`src/rtl/vga_timing_pkg.sv`:
```
// Shared 640x480 timing constants and lock FSM state encoding for the VGA sync receiver.
package vga_timing_pkg;
  localparam int unsigned CNT_W       = 10;
  localparam int unsigned LOCK_CNT_W  = 4;
  localparam int unsigned TOTAL_COLS  = 800;
  localparam int unsigned TOTAL_ROWS  = 525;
  localparam int unsigned ACTIVE_COLS = 640;
  localparam int unsigned ACTIVE_ROWS = 480;

  typedef enum logic [1:0] {
    SEARCH = 2'd0,
    VERIFY = 2'd1,
    LOCKED = 2'd2
  } lock_state_t;
endpackage

```
`src/rtl/vga_lock_fsm.sv`:
```
// Frame lock state machine: counts good frame boundaries and flags timing mismatches.
module vga_lock_fsm
  import vga_timing_pkg::*;
#(
  parameter int unsigned LOCK_FRAMES = 2
) (
  input  logic i_Clk,
  input  logic i_Rst,
  input  logic i_Rise,
  input  logic i_Term,
  output logic o_Frame_Err,
  output logic o_Locked
);

  lock_state_t           r_state;
  lock_state_t           w_state_nxt;
  logic [LOCK_CNT_W-1:0] r_good_cnt;
  logic [LOCK_CNT_W-1:0] w_good_cnt_nxt;
  logic [LOCK_CNT_W-1:0] w_good_inc;
  logic                  r_frame_err;
  logic                  r_locked;
  logic                  w_good;
  logic                  w_bad;
  logic                  w_err;

  assign w_good     = i_Rise & i_Term;
  assign w_bad      = i_Rise ^ i_Term;
  assign w_good_inc = r_good_cnt + LOCK_CNT_W'(1);

  always_ff @(posedge i_Clk) begin
    if (i_Rst) begin
      r_state     <= SEARCH;
      r_good_cnt  <= '0;
      r_frame_err <= 1'b0;
      r_locked    <= 1'b0;
    end else begin
      r_state     <= w_state_nxt;
      r_good_cnt  <= w_good_cnt_nxt;
      r_frame_err <= w_err;
      r_locked    <= (w_state_nxt == LOCKED);
    end
  end

  // Errors are only reported once a first VSync edge has been seen.
  always_comb begin
    w_state_nxt    = r_state;
    w_good_cnt_nxt = r_good_cnt;
    w_err          = 1'b0;
    case (r_state)
      SEARCH: begin
        if (i_Rise) begin
          w_state_nxt    = VERIFY;
          w_good_cnt_nxt = '0;
        end
      end
      VERIFY: begin
        if (w_good) begin
          w_good_cnt_nxt = w_good_inc;
          if (w_good_inc == LOCK_CNT_W'(LOCK_FRAMES)) w_state_nxt = LOCKED;
        end else if (w_bad) begin
          w_good_cnt_nxt = '0;
          w_err          = 1'b1;
        end
      end
      LOCKED: begin
        if (w_bad) begin
          w_state_nxt    = VERIFY;
          w_good_cnt_nxt = '0;
          w_err          = 1'b1;
        end
      end
      default: begin
        w_state_nxt    = SEARCH;
        w_good_cnt_nxt = '0;
      end
    endcase
  end

  assign o_Frame_Err = r_frame_err;
  assign o_Locked    = r_locked;

endmodule

```
`src/rtl/vga_sync_to_count.sv`:
```
// VGA sync receiver: registers HSync/VSync and recovers column/row counters aligned with them.
module vga_sync_to_count #(
  parameter int unsigned TOTAL_COLS  = vga_timing_pkg::TOTAL_COLS,
  parameter int unsigned TOTAL_ROWS  = vga_timing_pkg::TOTAL_ROWS,
  parameter int unsigned ACTIVE_COLS = vga_timing_pkg::ACTIVE_COLS,
  parameter int unsigned ACTIVE_ROWS = vga_timing_pkg::ACTIVE_ROWS,
  parameter int unsigned LOCK_FRAMES = 2
) (
  input  logic       i_Clk,
  input  logic       i_Rst,
  input  logic       i_HSync,
  input  logic       i_VSync,
  output logic       o_HSync,
  output logic       o_VSync,
  output logic [9:0] o_Col_Count,
  output logic [9:0] o_Row_Count,
  output logic       o_Frame_Start,
  output logic       o_Frame_Err,
  output logic       o_Locked,
  output logic       o_Active
);

  localparam int unsigned CNT_W = vga_timing_pkg::CNT_W;

  logic             r_hsync;
  logic             r_vsync;
  logic [CNT_W-1:0] r_col;
  logic [CNT_W-1:0] r_row;
  logic             r_frame_start;
  logic             w_rise;
  logic             w_term;

  assign w_rise = i_VSync & ~r_vsync;
  assign w_term = (r_col == CNT_W'(TOTAL_COLS - 1)) && (r_row == CNT_W'(TOTAL_ROWS - 1));

  // Sync registers reset high so a sync already high at release is not seen as an edge.
  always_ff @(posedge i_Clk) begin
    if (i_Rst) begin
      r_hsync       <= 1'b1;
      r_vsync       <= 1'b1;
      r_col         <= '0;
      r_row         <= '0;
      r_frame_start <= 1'b0;
    end else begin
      r_hsync       <= i_HSync;
      r_vsync       <= i_VSync;
      r_frame_start <= w_rise;
      if (w_rise) begin
        r_col <= '0;
        r_row <= '0;
      end else if (r_col >= CNT_W'(TOTAL_COLS - 1)) begin
        r_col <= '0;
        if (r_row >= CNT_W'(TOTAL_ROWS - 1)) r_row <= '0;
        else                                 r_row <= r_row + CNT_W'(1);
      end else begin
        r_col <= r_col + CNT_W'(1);
      end
    end
  end

  vga_lock_fsm #(
    .LOCK_FRAMES(LOCK_FRAMES)
  ) u_lock_fsm (
    .i_Clk      (i_Clk),
    .i_Rst      (i_Rst),
    .i_Rise     (w_rise),
    .i_Term     (w_term),
    .o_Frame_Err(o_Frame_Err),
    .o_Locked   (o_Locked)
  );

  assign o_HSync       = r_hsync;
  assign o_VSync       = r_vsync;
  assign o_Col_Count   = r_col;
  assign o_Row_Count   = r_row;
  assign o_Frame_Start = r_frame_start;
  assign o_Active      = (r_col < CNT_W'(ACTIVE_COLS)) && (r_row < CNT_W'(ACTIVE_ROWS));

endmodule

```
`config.mk`:
```
export PLATFORM = sky130hd
export DESIGN_NAME = vga_sync_to_count
export DESIGN_NICKNAME = d
export VERILOG_FILES = /design/src/rtl/vga_timing_pkg.sv /design/src/rtl/vga_lock_fsm.sv /design/src/rtl/vga_sync_to_count.sv
export SDC_FILE = /design/constraint.sdc
export NUM_CORES = 1
export LEC_CHECK = 0
export BUFFER_PORTS_ARGS = -buffer_cell sky130_fd_sc_hd__buf_2
export CORE_ASPECT_RATIO = 1.2
export CORE_UTILIZATION = 45
export DETAILED_ROUTE_END_ITERATION = 8
export PLACE_DENSITY = 0.67
export SETUP_SLACK_MARGIN = 0.2
export SLEW_MARGIN = 20
export SYNTH_ARGS = -nofsm -noshare
export SYNTH_HDL_FRONTEND = slang
export SYNTH_SLANG_ARGS = --single-unit
```
`constraint.sdc`:
```
create_clock -name i_Clk -period 5.15 [get_ports i_Clk]
set_clock_uncertainty 0.2 [all_clocks]
set_input_delay 0.515 -clock i_Clk [delete_from_list [all_inputs] [get_ports i_Clk]]
set_output_delay 0.515 -clock i_Clk [all_outputs]
set_load 0.02 [all_outputs]
```
# After elaboration in Yosys (flattened, before gate mapping)
# Index checks and enable logic that the tools add are counted.
# W data, S select, Z words.
[word_totals]
ff_bits = 31
inputBits = 4
out_inout_bits = 26
[classes]
addsub = 3
magnitude_cmp = 4
n_eq_ne = 7
n_mux = 13
bitwise = 4
reduce_logical = 5
[op_table]
columns = ["op", "count"]
rows = [
  ["$add A10 B1 Y10 const B", 2],
  ["$eq A10 B10 Y1 const B", 2],
  ["$ge A10 B10 Y1 const B", 2],
  ["$mux W4", 3],
  ["$pmux W4 S3", 1],
  ["$lt A10 B10 Y1 const B", 1],
  ["$lt A10 B9 Y1 const B", 1],
  ["$mux W10", 1],
  ["$mux W2", 4],
  ["$pmux W2 S3", 1],
  ["$add A4 B1 Y4 const B", 1],
  ["$eq A2 B2 Y1 const B", 2],
  ["$eq A4 B2 Y1 const B", 1],
  ["$reduce_or A3 Y1", 1],
  ["$and A1 B1 Y1", 2],
  ["$eq A2 B1 Y1 const B", 1],
  ["$logic_and A1 B1 Y1", 2],
  ["$logic_not A2 Y1", 1],
  ["$mux W1", 2],
  ["$ne A2 B1 Y1 const B", 1],
  ["$pmux W1 S2", 1],
  ["$reduce_or A2 Y1", 1],
  ["$not A1 Y1", 1],
  ["$xor A1 B1 Y1", 1],
]

# Longest topological paths before layout
# Gate-level depths: netlist of run 1.
[logic_depth]
ltp_word = 6
depth_mapped = 9
depth_no_buf = 9

# Hierarchy
# A second synthesis of run 1 with hierarchy kept.
[hier_totals]
hier_cells = 203
area_unflattened_um2 = 1711.6
[modules_own_cells]
columns = ["module", "instances", "cells_per_inst", "area_each_um2"]
rows = [
  ["vga_sync_to_count", 1, 142, 1196.1],
  ["vga_lock_fsm", 1, 61, 515.5],
]

# Least setup slack after synthesis of run 1
# OpenSTA, ideal clock, no wires.
[synth_path]
kind = "reg-to-reg"
start = "reg r_col[0], in the netlist o_Col_Count[0]"
end = "reg u_lock_fsm.r_good_cnt[2]"
setup_ns = 0.086
arrival_ns = 2.349
path_slack_ns = 2.516
stages_incl_launch_ff = 10
period_less_slack_ns = 2.634
path_cell_list = "dfxtp_1 ha_1 nand4_4 buf_6 nor4_1 ha_1 nand2_1 o211a_1 a311o_1 a211oi_1"
[synth_via]
elab_chain_len = 6
[synth_rtl]
columns = ["item", "line_no", "source"]
rows = [
  ["from (decl)", "vga_sync_to_count.sv:27", "logic [CNT_W-1:0] r_col;"],
  ["from (signal assigned)", "vga_sync_to_count.sv:56", "r_col <= r_col + CNT_W'(1);"],
  ["$eq A10 B10 Y1 *", "vga_sync_to_count.sv:34", "assign w_term = (r_col == CNT_W'(TOTAL_COLS - 1)) && (r_row == CNT_W'(TOTAL_ROWS - 1));"],
  ["$logic_and A1 B1 Y1 *", "vga_sync_to_count.sv:34", ""],
  ["$xor A1 B1 Y1", "vga_lock_fsm.sv:27", "assign w_bad = i_Rise ^ i_Term;"],
  ["$mux W4", "n/a", ""],
  ["$mux W4", "vga_lock_fsm.sv:57", "if (w_good) begin"],
  ["$pmux W4 S3 *", "vga_lock_fsm.sv:49", "case (r_state)"],
  ["to (signal assigned)", "vga_lock_fsm.sv:38", "r_good_cnt <= w_good_cnt_nxt;"],
  ["to (decl)", "vga_lock_fsm.sv:17", "logic [LOCK_CNT_W-1:0] r_good_cnt;"],
]
# Mark *: on every way between the ends. The rest lies on a longest branch, timed or not.
# A chain may end at the register's enable or synchronous reset.

# Final worst setup path of run 1
# Ends and elaborated chain as after synthesis.

==> flow_summary.html, run 1 <==
<table>
<tr><th>Metric</th><th>Value</th></tr>
<tr><th colspan="2">Setup path</th></tr>
<tr><td>R2r worst-path depth</td><td>8</td></tr>
<tr><td>Biggest cell delay along the critical path</td><td>0.38 ns</td></tr>
<tr><td>Cell with the largest stage delay on the worst path</td><td>dfxtp_1</td></tr>
<tr><td>Critical path's most frequent cell</td><td>ha_1</td></tr>
<tr><td>Required time at the worst-slack endpoint</td><td>5.14 ns</td></tr>
<tr><td>Reg-to-Reg End</td><td>u_lock_fsm.r_good_cnt[2]$_SDFFE_PP0P_</td></tr>
<tr><td>Worst reg2reg setup slack</td><td>2.42 ns</td></tr>
<tr><td>Kind of capture point of the worst setup path</td><td>flip-flop</td></tr>
<tr><td>Arrival @ worst endpoint</td><td>2.73 ns</td></tr>
<tr><td>Crit path max fanout</td><td>12</td></tr>
<tr><td>Critical path cell sequence</td><td>ha_1, nand4_4, nor4_1, ha_1, nand2_1, o211a_1, a311o_1, a211oi_1</td></tr>
<tr><td>Critical Path Source Type</td><td>flip-flop</td></tr>
<tr><td>Reg2reg start</td><td>o_Col_Count[0]$_SDFF_PP0_</td></tr>
<tr><td>Worst setup path class</td><td>flip-flop to flip-flop</td></tr>
<tr><th colspan="2">Global route</th></tr>
<tr><td>Leftover overflow at the end of global routing</td><td>0</td></tr>
<tr><td>Wire length of the first global-routing pass</td><td>5710 um</td></tr>
<tr><td>GR Util met2</td><td>36.2%</td></tr>
<tr><td>Overall Global Routing Usage</td><td>19.4%</td></tr>
<tr><td>Maximum number of pins on one net before global-route repair</td><td>13</td></tr>
<tr><td>Antenna violations before repair</td><td>0</td></tr>
<tr><td>Vias in the first global route</td><td>1,304</td></tr>
<tr><td>Fraction of met3 tracks used by global routing</td><td>5.67%</td></tr>
<tr><td>GR Util met1</td><td>20.9%</td></tr>
<tr><td>Busiest layer in global routing</td><td>met2</td></tr>
<tr><th colspan="2">Min path</th></tr>
<tr><td>Tightest Hold Check Type</td><td>primary input to flip-flop</td></tr>
<tr><td>Worst Hold Path EP</td><td>o_HSync$_SDFF_PP1_</td></tr>
<tr><td>Worst hold start</td><td>i_HSync</td></tr>
<tr><td>Number of stages on the worst hold path</td><td>2</td></tr>
<tr><th colspan="2">Clocking</th></tr>
<tr><td>Post-CTS Setup Repair Bufs</td><td>0</td></tr>
<tr><td>CTS H-tree depth</td><td>2</td></tr>
<tr><td>CTS Buffer Depth</td><td>2</td></tr>
<tr><td>Cts repair resizes</td><td>0</td></tr>
<tr><td>CTS root buf</td><td>clkbuf_8</td></tr>
<tr><td>Worst skew pair latency</td><td>0.28 ns</td></tr>
<tr><td>Clock slew at the register clock pins of the worst setup and hold paths</td><td>0.07 ns</td></tr>
<tr><td>Hold-fix buffers, CTS</td><td>0</td></tr>
<tr><td>TritonCTS sink count</td><td>31</td></tr>
<tr><td>Number of buffers inserted during clock tree synthesis</td><td>5</td></tr>
<tr><td>TritonCTS clock tree</td><td>done</td></tr>
<tr><th colspan="2">STA</th></tr>
<tr><td>Tmin final</td><td>2.73 ns</td></tr>
<tr><td>Total negative setup slack</td><td>0 ns</td></tr>
<tr><td>Final hold vios</td><td>0</td></tr>
<tr><td>Final Worst Setup Slack</td><td>2.42 ns</td></tr>
<tr><td>Fmax achieved</td><td>366 MHz</td></tr>
<tr><td>Tightest Pin Transition</td><td>0.495 ns</td></tr>
<tr><td>Setup repair after global routing missed its margin</td><td>false</td></tr>
<tr><td>Max-slew violations</td><td>0</td></tr>
<tr><td>Final critical-path share of the clock period</td><td>53.1%</td></tr>
<tr><td>Final setup violation count</td><td>0</td></tr>
<tr><td>Relative max-transition margin</td><td>66.9%</td></tr>
<tr><th colspan="2">Finish</th></tr>
<tr><td>Non-Filler Instances</td><td>251</td></tr>
<tr><td>Commonest non-fill, non-tap cell in the layout</td><td>dfxtp_1</td></tr>
<tr><td>Highest-count cells in the layout ignoring fill and taps</td><td>dfxtp_1, buf_2, nor2_1</td></tr>
<tr><td>Total number of nets in the final design</td><td>227</td></tr>
<tr><td>Fraction of final layout cells with drive strength greater than 1</td><td>22.9%</td></tr>
<tr><td>Area Overhead vs Synth</td><td>18.0%</td></tr>
<tr><td>Number of antenna cells inserted</td><td>0</td></tr>
<tr><th colspan="2">Placed design</th></tr>
<tr><td>Placement-stage worst setup slack</td><td>2.45 ns</td></tr>
<tr><td>Routability Congestion</td><td>0.874</td></tr>
<tr><td>HPWL after detailed placement</td><td>2600 um</td></tr>
<tr><td>Port-buffer cells</td><td>29</td></tr>
<tr><td>Number of placed instances with taps included</td><td>243</td></tr>
<tr><th colspan="2">Floorplanning</th></tr>
<tr><td>Initial Utilization</td><td>48.1%</td></tr>
<tr><td>Overall die height</td><td>68.0 um</td></tr>
<tr><td>Top-level I/O count</td><td>30</td></tr>
<tr><td>Die X-Extent</td><td>57.0 um</td></tr>
<tr><td>Floorplan core area</td><td>3400 um2</td></tr>
<tr><td>Total Die Area</td><td>3870 um2</td></tr>
<tr><td>Count of standard-cell rows</td><td>23</td></tr>
<tr><th colspan="2">Pwr</th></tr>
<tr><td>Pleak</td><td>0.000805 uW</td></tr>
<tr><td>Total power</td><td>520 uW</td></tr>
<tr><td>PwrDens</td><td>270 nW/um2</td></tr>
<tr><td>VDD IR-drop max</td><td>159 uV</td></tr>
<tr><th colspan="2">Drt</th></tr>
<tr><td>Total via count after detailed routing</td><td>1,366</td></tr>
<tr><td>Via-per-instance ratio</td><td>5.44</td></tr>
<tr><td>Routed wire length per instance</td><td>13.4 um</td></tr>
<tr><td>Wire length reported by the detailed router</td><td>3370 um</td></tr>
<tr><td>Initial DRT Pass Iterations</td><td>6</td></tr>
<tr><td>Antenna viol nets, final</td><td>0</td></tr>
<tr><td>Initial DRC count</td><td>57</td></tr>
<tr><td>Post-route DRC</td><td>6</td></tr>
<tr><th colspan="2">Synth</th></tr>
<tr><td>Post-synthesis sequential element count</td><td>31</td></tr>
<tr><td>Cell Area, Synth</td><td>1630 um2</td></tr>
<tr><td>Ys Warns</td><td>0</td></tr>
<tr><td>Post-Synthesis Net Count</td><td>193</td></tr>
<tr><td>Post-Synthesis Cells</td><td>179</td></tr>
<tr><td>Portion of the post-synthesis area used by sequential elements</td><td>38.0%</td></tr>
<tr><td>Prevailing post-synth register cell</td><td>dfxtp_1</td></tr>
<tr><td>Number of enable-type register cells in the synthesized netlist</td><td>0</td></tr>
<tr><td>Count of cell types in the netlist</td><td>42</td></tr>
<tr><td>Leading area contributor after synthesis</td><td>dfxtp_1</td></tr>
<tr><td>Proportion of netlist area held by the largest area contributor</td><td>38.0%</td></tr>
<tr><td>Post-Syn Area per Cell</td><td>9.12 um2</td></tr>
<tr><td>Post-synthesis async set-or-reset flop share</td><td>0%</td></tr>
<tr><td>Ranking of synthesized cells by area</td><td>dfxtp_1, ha_1, xnor2_1, nor2_1, nand3_1</td></tr>
<tr><th colspan="2">Job</th></tr>
<tr><td>Max-capacitance violation count</td><td>0</td></tr>
<tr><th colspan="2">Run status</th></tr>
<tr><td>Status</td><td>complete, but fails checks</td></tr>
<tr><td>Violated checks</td><td>design-rule violations</td></tr>
</table>
layout make-up:
| type | count | area [um2] |
|---|---|---|
| Clock buffer | 6 | 82.6 |
| Clock inverter | 2 | 35.0 |
| Fill cell | 316 | 1470 |
| Inverter | 10 | 37.5 |
| Multi-Input combinational cell | 136 | 960 |
| Sequential cell | 31 | 621 |
| Tap cell | 37 | 46.3 |
| Timing Repair Buffer | 29 | 145 |
sequential cells by signal, summed over array words and instances (netlist names):
name and cells:
o_Col_Count 10, o_Row_Count 10, u_lock_fsm.r_good_cnt 4, u_lock_fsm.r_state 2, o_Frame_Start 1, o_HSync 1
o_VSync 1, u_lock_fsm.o_Frame_Err 1, u_lock_fsm.o_Locked 1
how the worst max path moves through the flow:
stage | start | to | slack [ns] | depth (start not counted)
after global routing | o_Col_Count[0]$_SDFF_PP0_ | u_lock_fsm.r_good_cnt[2]$_SDFFE_PP0P_ | 2.21 | 8
final | o_Col_Count[0]$_SDFF_PP0_ | u_lock_fsm.r_good_cnt[2]$_SDFFE_PP0P_ | 2.42 | 8
after detailed placement | o_Col_Count[0]$_SDFF_PP0_ | u_lock_fsm.r_good_cnt[2]$_SDFFE_PP0P_ | 2.45 | 8
after global placement | o_Col_Count[0]$_SDFF_PP0_ | u_lock_fsm.r_good_cnt[2]$_SDFFE_PP0P_ | 2.56 | 8
after CTS | o_Col_Count[0]$_SDFF_PP0_ | u_lock_fsm.r_good_cnt[2]$_SDFFE_PP0P_ | 2.42 | 8
after floorplan | o_Col_Count[0]$_SDFF_PP0_ | u_lock_fsm.r_good_cnt[2]$_SDFFE_PP0P_ | 2.52 | 9
cell usage after synthesis, types with 2 or more instances:
cell type,n
or2_2,2
nand2b_1,4
a21oi_1,7
and2_1,3
nand4_1,2
nand3_1,9
nand2_1,9
dfxtp_1,31
and3_1,3
a31oi_1,3
nor2b_1,2
ha_1,10
xnor2_1,14
nor3_1,5
nand4_4,2
inv_1,10
o21ai_0,7
a211oi_1,6
xor2_1,2
nor2_1,26
metal layers:
metal	share of wire, %	vias to the layer above
met3	2.9	4
met4	1.1	0
met2	53	24
li1	-	698
met5	0	-
met1	43	640
cells by family (layout without fill, tap and decap cells):
group                    after synthesis  after routing  synth area share, %
buffers and inverters                 12             47                 3.22
adder cells (fa/ha/maj)               10             10                 7.66
AND/OR/NAND/NOR                       73             73                 24.3
flip-flops                            31             31                 38.0
AO/OA/AOI/OAI                         37             37                 18.2
XOR/XNOR                              16             16                 8.58
worst max-delay path, delay by kind of cell (launching register included):
family | cells | cell delay (ns)
fa+ha+maj | 2 | 0.58
flops | 1 | 0.38
compound gates | 3 | 0.77
simple gates | 3 | 0.72
per-stage QoR:
step	instance area, um2	hold slack (ns)	utilization (%)
2_1_floorplan	1630	0.301	-
3_3_place_gp	1810	0.253	53.3
3_5_place_dp	1810	0.284	53.3
4_1_cts	1930	0.210	56.7
5_1_grt	1930	0.206	56.7
6_report	1930	0.217	56.7
power by group:
group	internal, uW	leakage, uW	switching (uW)	total [uW]
sequential	243	0.000251	3.15	246
combinational	9.61	0.000493	17.8	27.4
clock	156	0.0000612	90.3	247
(Power assumes the default switching activity.)
==> run 2: changes to the inputs <==
- PLACE_DENSITY: 0.67 -> 0.69
- clock period: 5.15 -> 2.3 ns (I/O delays scaled with it)
==> flow_summary.html, run 2 (synthesis gave the netlist of run 1 again) <==
<table>
<tr><th>Metric</th><th>Value</th></tr>
<tr><th colspan="2">STA</th></tr>
<tr><td>Final setup violation count</td><td>0 (unchanged)</td></tr>
<tr><td>Max-slew violations</td><td>0 (unchanged)</td></tr>
<tr><td>Post-route worst hold slack</td><td>0.0631 ns (was 0.217 ns)</td></tr>
<tr><td>Tightest Pin Transition</td><td>0.485 ns (was 0.495 ns)</td></tr>
<tr><td>Final critical-path share of the clock period</td><td>99.1% (was 53.1%)</td></tr>
<tr><td>Final Worst Setup Slack</td><td>0.0209 ns (was 2.42 ns)</td></tr>
<tr><td>Fmax achieved</td><td>439 MHz (was 366 MHz)</td></tr>
<tr><td>Relative max-transition margin</td><td>67.3% (was 66.9%)</td></tr>
<tr><td>Total negative setup slack</td><td>0 ns (unchanged)</td></tr>
<tr><td>Final hold vios</td><td>0 (unchanged)</td></tr>
<tr><td>Setup repair after global routing missed its margin</td><td>true (was false)</td></tr>
<tr><td>Tmin final</td><td>2.28 ns (was 2.73 ns)</td></tr>
<tr><th colspan="2">Job</th></tr>
<tr><td>Max-capacitance violation count</td><td>0 (unchanged)</td></tr>
<tr><th colspan="2">Global route</th></tr>
<tr><td>Antenna violations before repair</td><td>0 (unchanged)</td></tr>
<tr><td>Maximum number of pins on one net before global-route repair</td><td>12 (was 13)</td></tr>
<tr><td>Vias in the first global route</td><td>1,400 (was 1,304)</td></tr>
<tr><td>Overall Global Routing Usage</td><td>20.3% (was 19.4%)</td></tr>
<tr><td>Wire length of the first global-routing pass</td><td>5980 um (was 5710 um)</td></tr>
<tr><td>Leftover overflow at the end of global routing</td><td>0 (unchanged)</td></tr>
<tr><th colspan="2">Clocking</th></tr>
<tr><td>CTS H-tree depth</td><td>2 (unchanged)</td></tr>
<tr><td>TritonCTS sink count</td><td>31 (unchanged)</td></tr>
<tr><td>CTS root buf</td><td>clkbuf_8 (unchanged)</td></tr>
<tr><td>Post-CTS Setup Repair Bufs</td><td>0 (unchanged)</td></tr>
<tr><td>Clock slew at the register clock pins of the worst setup and hold paths</td><td>0.06 ns (was 0.07 ns)</td></tr>
<tr><td>Number of buffers inserted during clock tree synthesis</td><td>5 (unchanged)</td></tr>
<tr><td>CTS Buffer Depth</td><td>2 (unchanged)</td></tr>
<tr><td>Worst skew pair latency</td><td>0.27 ns (was 0.28 ns)</td></tr>
<tr><td>TritonCTS clock tree</td><td>done (unchanged)</td></tr>
<tr><th colspan="2">Pwr</th></tr>
<tr><td>Internal</td><td>842 uW (was 409 uW)</td></tr>
<tr><td>Pleak</td><td>0.000864 uW (was 0.000805 uW)</td></tr>
<tr><td>Reported net switching power</td><td>242 uW (was 111 uW)</td></tr>
<tr><td>Fraction of power consumed by combinational cells</td><td>6.5% (was 5.3%)</td></tr>
<tr><td>PwrDens</td><td>518 nW/um2 (was 270 nW/um2)</td></tr>
<tr><td>VDD IR-drop max</td><td>323 uV (was 159 uV)</td></tr>
<tr><td>Share of power burned in the clock network</td><td>42.7% (was 47.4%)</td></tr>
<tr><td>Switching share of total power</td><td>22.3% (was 21.4%)</td></tr>
<tr><td>Part of the total power dissipated in sequential elements</td><td>50.9% (was 47.3%)</td></tr>
<tr><th colspan="2">Finish</th></tr>
<tr><td>Fraction of final layout cells with drive strength greater than 1</td><td>33.9% (was 22.9%)</td></tr>
<tr><td>Commonest non-fill, non-tap cell in the layout</td><td>buf_2 (was dfxtp_1)</td></tr>
<tr><td>Final instance area</td><td>2090 um2 (was 1930 um2)</td></tr>
<tr><td>Highest-count cells in the layout ignoring fill and taps</td><td>buf_2, nor2_1, dfxtp_1 (was dfxtp_1, buf_2, nor2_1)</td></tr>
<tr><td>Number of antenna cells inserted</td><td>0 (unchanged)</td></tr>
<tr><td>Total number of nets in the final design</td><td>240 (was 227)</td></tr>
<tr><td>Area Overhead vs Synth</td><td>28.2% (was 18.0%)</td></tr>
<tr><th colspan="2">Setup path</th></tr>
<tr><td>Crit path max fanout</td><td>2 (was 12)</td></tr>
<tr><td>Biggest cell delay along the critical path</td><td>0.54 ns (was 0.38 ns)</td></tr>
<tr><td>Critical Path Source Type</td><td>flip-flop (unchanged)</td></tr>
<tr><td>Timing startpoint of the critical path</td><td>o_Row_Count[5]$_SDFFE_PP0P_ (was o_Col_Count[0]$_SDFF_PP0_)</td></tr>
<tr><td>Cell with the largest stage delay on the worst path</td><td>or4_4 (was dfxtp_1)</td></tr>
<tr><td>Required time at the worst-slack endpoint</td><td>2.30 ns (was 5.14 ns)</td></tr>
<tr><td>Critical path cell sequence</td><td>or4_4, nor4_4, ha_2, nand2_1, o211a_1, a311o_1, a211oi_1 (was ha_1, nand4_4, nor4_1, ha_1, nand2_1, o211a_1, a311o_1, a211oi_1)</td></tr>
<tr><td>Worst setup path class</td><td>flip-flop to flip-flop (unchanged)</td></tr>
<tr><td>Reg2reg start</td><td>o_Row_Count[5]$_SDFFE_PP0P_ (was o_Col_Count[0]$_SDFF_PP0_)</td></tr>
<tr><td>Arrival @ worst endpoint</td><td>2.27 ns (was 2.73 ns)</td></tr>
<tr><td>Kind of capture point of the worst setup path</td><td>flip-flop (unchanged)</td></tr>
<tr><th colspan="2">Run status</th></tr>
<tr><td>Status</td><td>complete, but fails checks (unchanged)</td></tr>
<tr><td>Violated checks</td><td>design-rule violations (unchanged)</td></tr>
<tr><th colspan="2">Drt</th></tr>
<tr><td>Initial DRC count</td><td>93 (was 57)</td></tr>
<tr><td>Antenna viol nets, final</td><td>0 (unchanged)</td></tr>
<tr><td>Post-route DRC</td><td>10 (was 6)</td></tr>
<tr><td>Via-per-instance ratio</td><td>5.40 (was 5.44)</td></tr>
<tr><td>Routed wire length per instance</td><td>13.7 um (was 13.4 um)</td></tr>
<tr><td>Initial DRT Pass Iterations</td><td>6 (unchanged)</td></tr>
<tr><td>Wire length reported by the detailed router</td><td>3610 um (was 3370 um)</td></tr>
<tr><td>Total via count after detailed routing</td><td>1,426 (was 1,366)</td></tr>
<tr><th colspan="2">Floorplanning</th></tr>
<tr><td>Die X-Extent</td><td>57.0 um (unchanged)</td></tr>
<tr><td>Total Die Area</td><td>3870 um2 (unchanged)</td></tr>
<tr><td>Overall die height</td><td>68.0 um (unchanged)</td></tr>
<tr><td>Initial Utilization</td><td>48.1% (unchanged)</td></tr>
<tr><td>Floorplan core area</td><td>3400 um2 (unchanged)</td></tr>
<tr><td>Top-level I/O count</td><td>30 (unchanged)</td></tr>
<tr><td>Count of standard-cell rows</td><td>23 (unchanged)</td></tr>
<tr><th colspan="2">Placed design</th></tr>
<tr><td>HPWL after detailed placement</td><td>2810 um (was 2600 um)</td></tr>
<tr><td>Cell Area, Placed</td><td>1950 um2 (was 1810 um2)</td></tr>
<tr><td>Placement-stage worst setup slack</td><td>-0.0369 ns (was 2.45 ns)</td></tr>
<tr><td>Port-buffer cells</td><td>29 (unchanged)</td></tr>
<tr><td>Routability Congestion</td><td>0.836 (was 0.874)</td></tr>
<tr><th colspan="2">Min path</th></tr>
<tr><td>Tightest Hold Check Type</td><td>primary input to flip-flop (unchanged)</td></tr>
<tr><td>Worst hold start</td><td>i_Rst (was i_HSync)</td></tr>
</table>
-- run 2: final timing paths --
| path | to | slack (ns) | cells after the start |
|---|---|---|---|
| max | u_lock_fsm.r_good_cnt[2]$_SDFFE_PP0P_ | 0.02 | 7 |
| min | u_lock_fsm.r_good_cnt[1]$_SDFFE_PP0P_ | 0.06 | 2 |
| max reg2reg | u_lock_fsm.r_good_cnt[2]$_SDFFE_PP0P_ | 0.02 | 7 |
| min reg2reg | o_Col_Count[0]$_SDFF_PP0_ | 0.27 | 1 |
-- run 2: final cells by class --
| cell class | count | area (um2) |
|---|---|---|
| inverters | 10 | 37.5 |
| multi-input cells | 136 | 1020 |
| clock buffers | 8 | 100 |
| well taps | 37 | 46.3 |
| fillers | 301 | 1300 |
| flip-flops and latches | 31 | 644 |
| repair buffers | 42 | 248 |
-- run 2: critical path: cells and delay by family (launching register included) --
| kind | cells | cell delay [ns] |
|---|---|---|
| AOI/OAI and AO/OA | 3 | 0.70 |
| adders and majority gates | 1 | 0.21 |
| DFF | 1 | 0.34 |
| and+or+nand+nor | 3 | 0.75 |
-- run 2: repair_timing --
item | in CTS | in global routing
pin swaps | 2 | 2
setup endpoints to repair | 6 | 7
hold buffers | 2 | 0
hold endpoints to repair | 2 | 0
gates resized for setup | 3 | 4
-- run 2: metrics by stage --
stage                     power [uW]  util [%]  instances
after floorplan                  609         -        179
after global placement           627      57.3        254
after detailed placement         630      57.3        254
after CTS                       1090      61.5        264
after global routing            1140      61.6        264
final                           1080      61.6        264
-- run 2: power by group through the flow --
stage                     Combinational (uW)  Sequential, uW  Clock, uW
after floorplan                         38.5             571          0
after global placement                  63.9             563          0
after detailed placement                66.4             564          0
after CTS                               69.9             552        472
after global routing                    78.5             552        506
final                                   70.3             552        463
-- run 2: routing by layer --
metal  vias to the layer above  GRT usage (%)  part of all wire, %
met3                         6           4.73                  3.1
met5                         -              0                    0
met1                       675           20.9                   39
met2                        22           38.7                   56
met4                         0           9.76                  1.5
li1                        723              -                    -
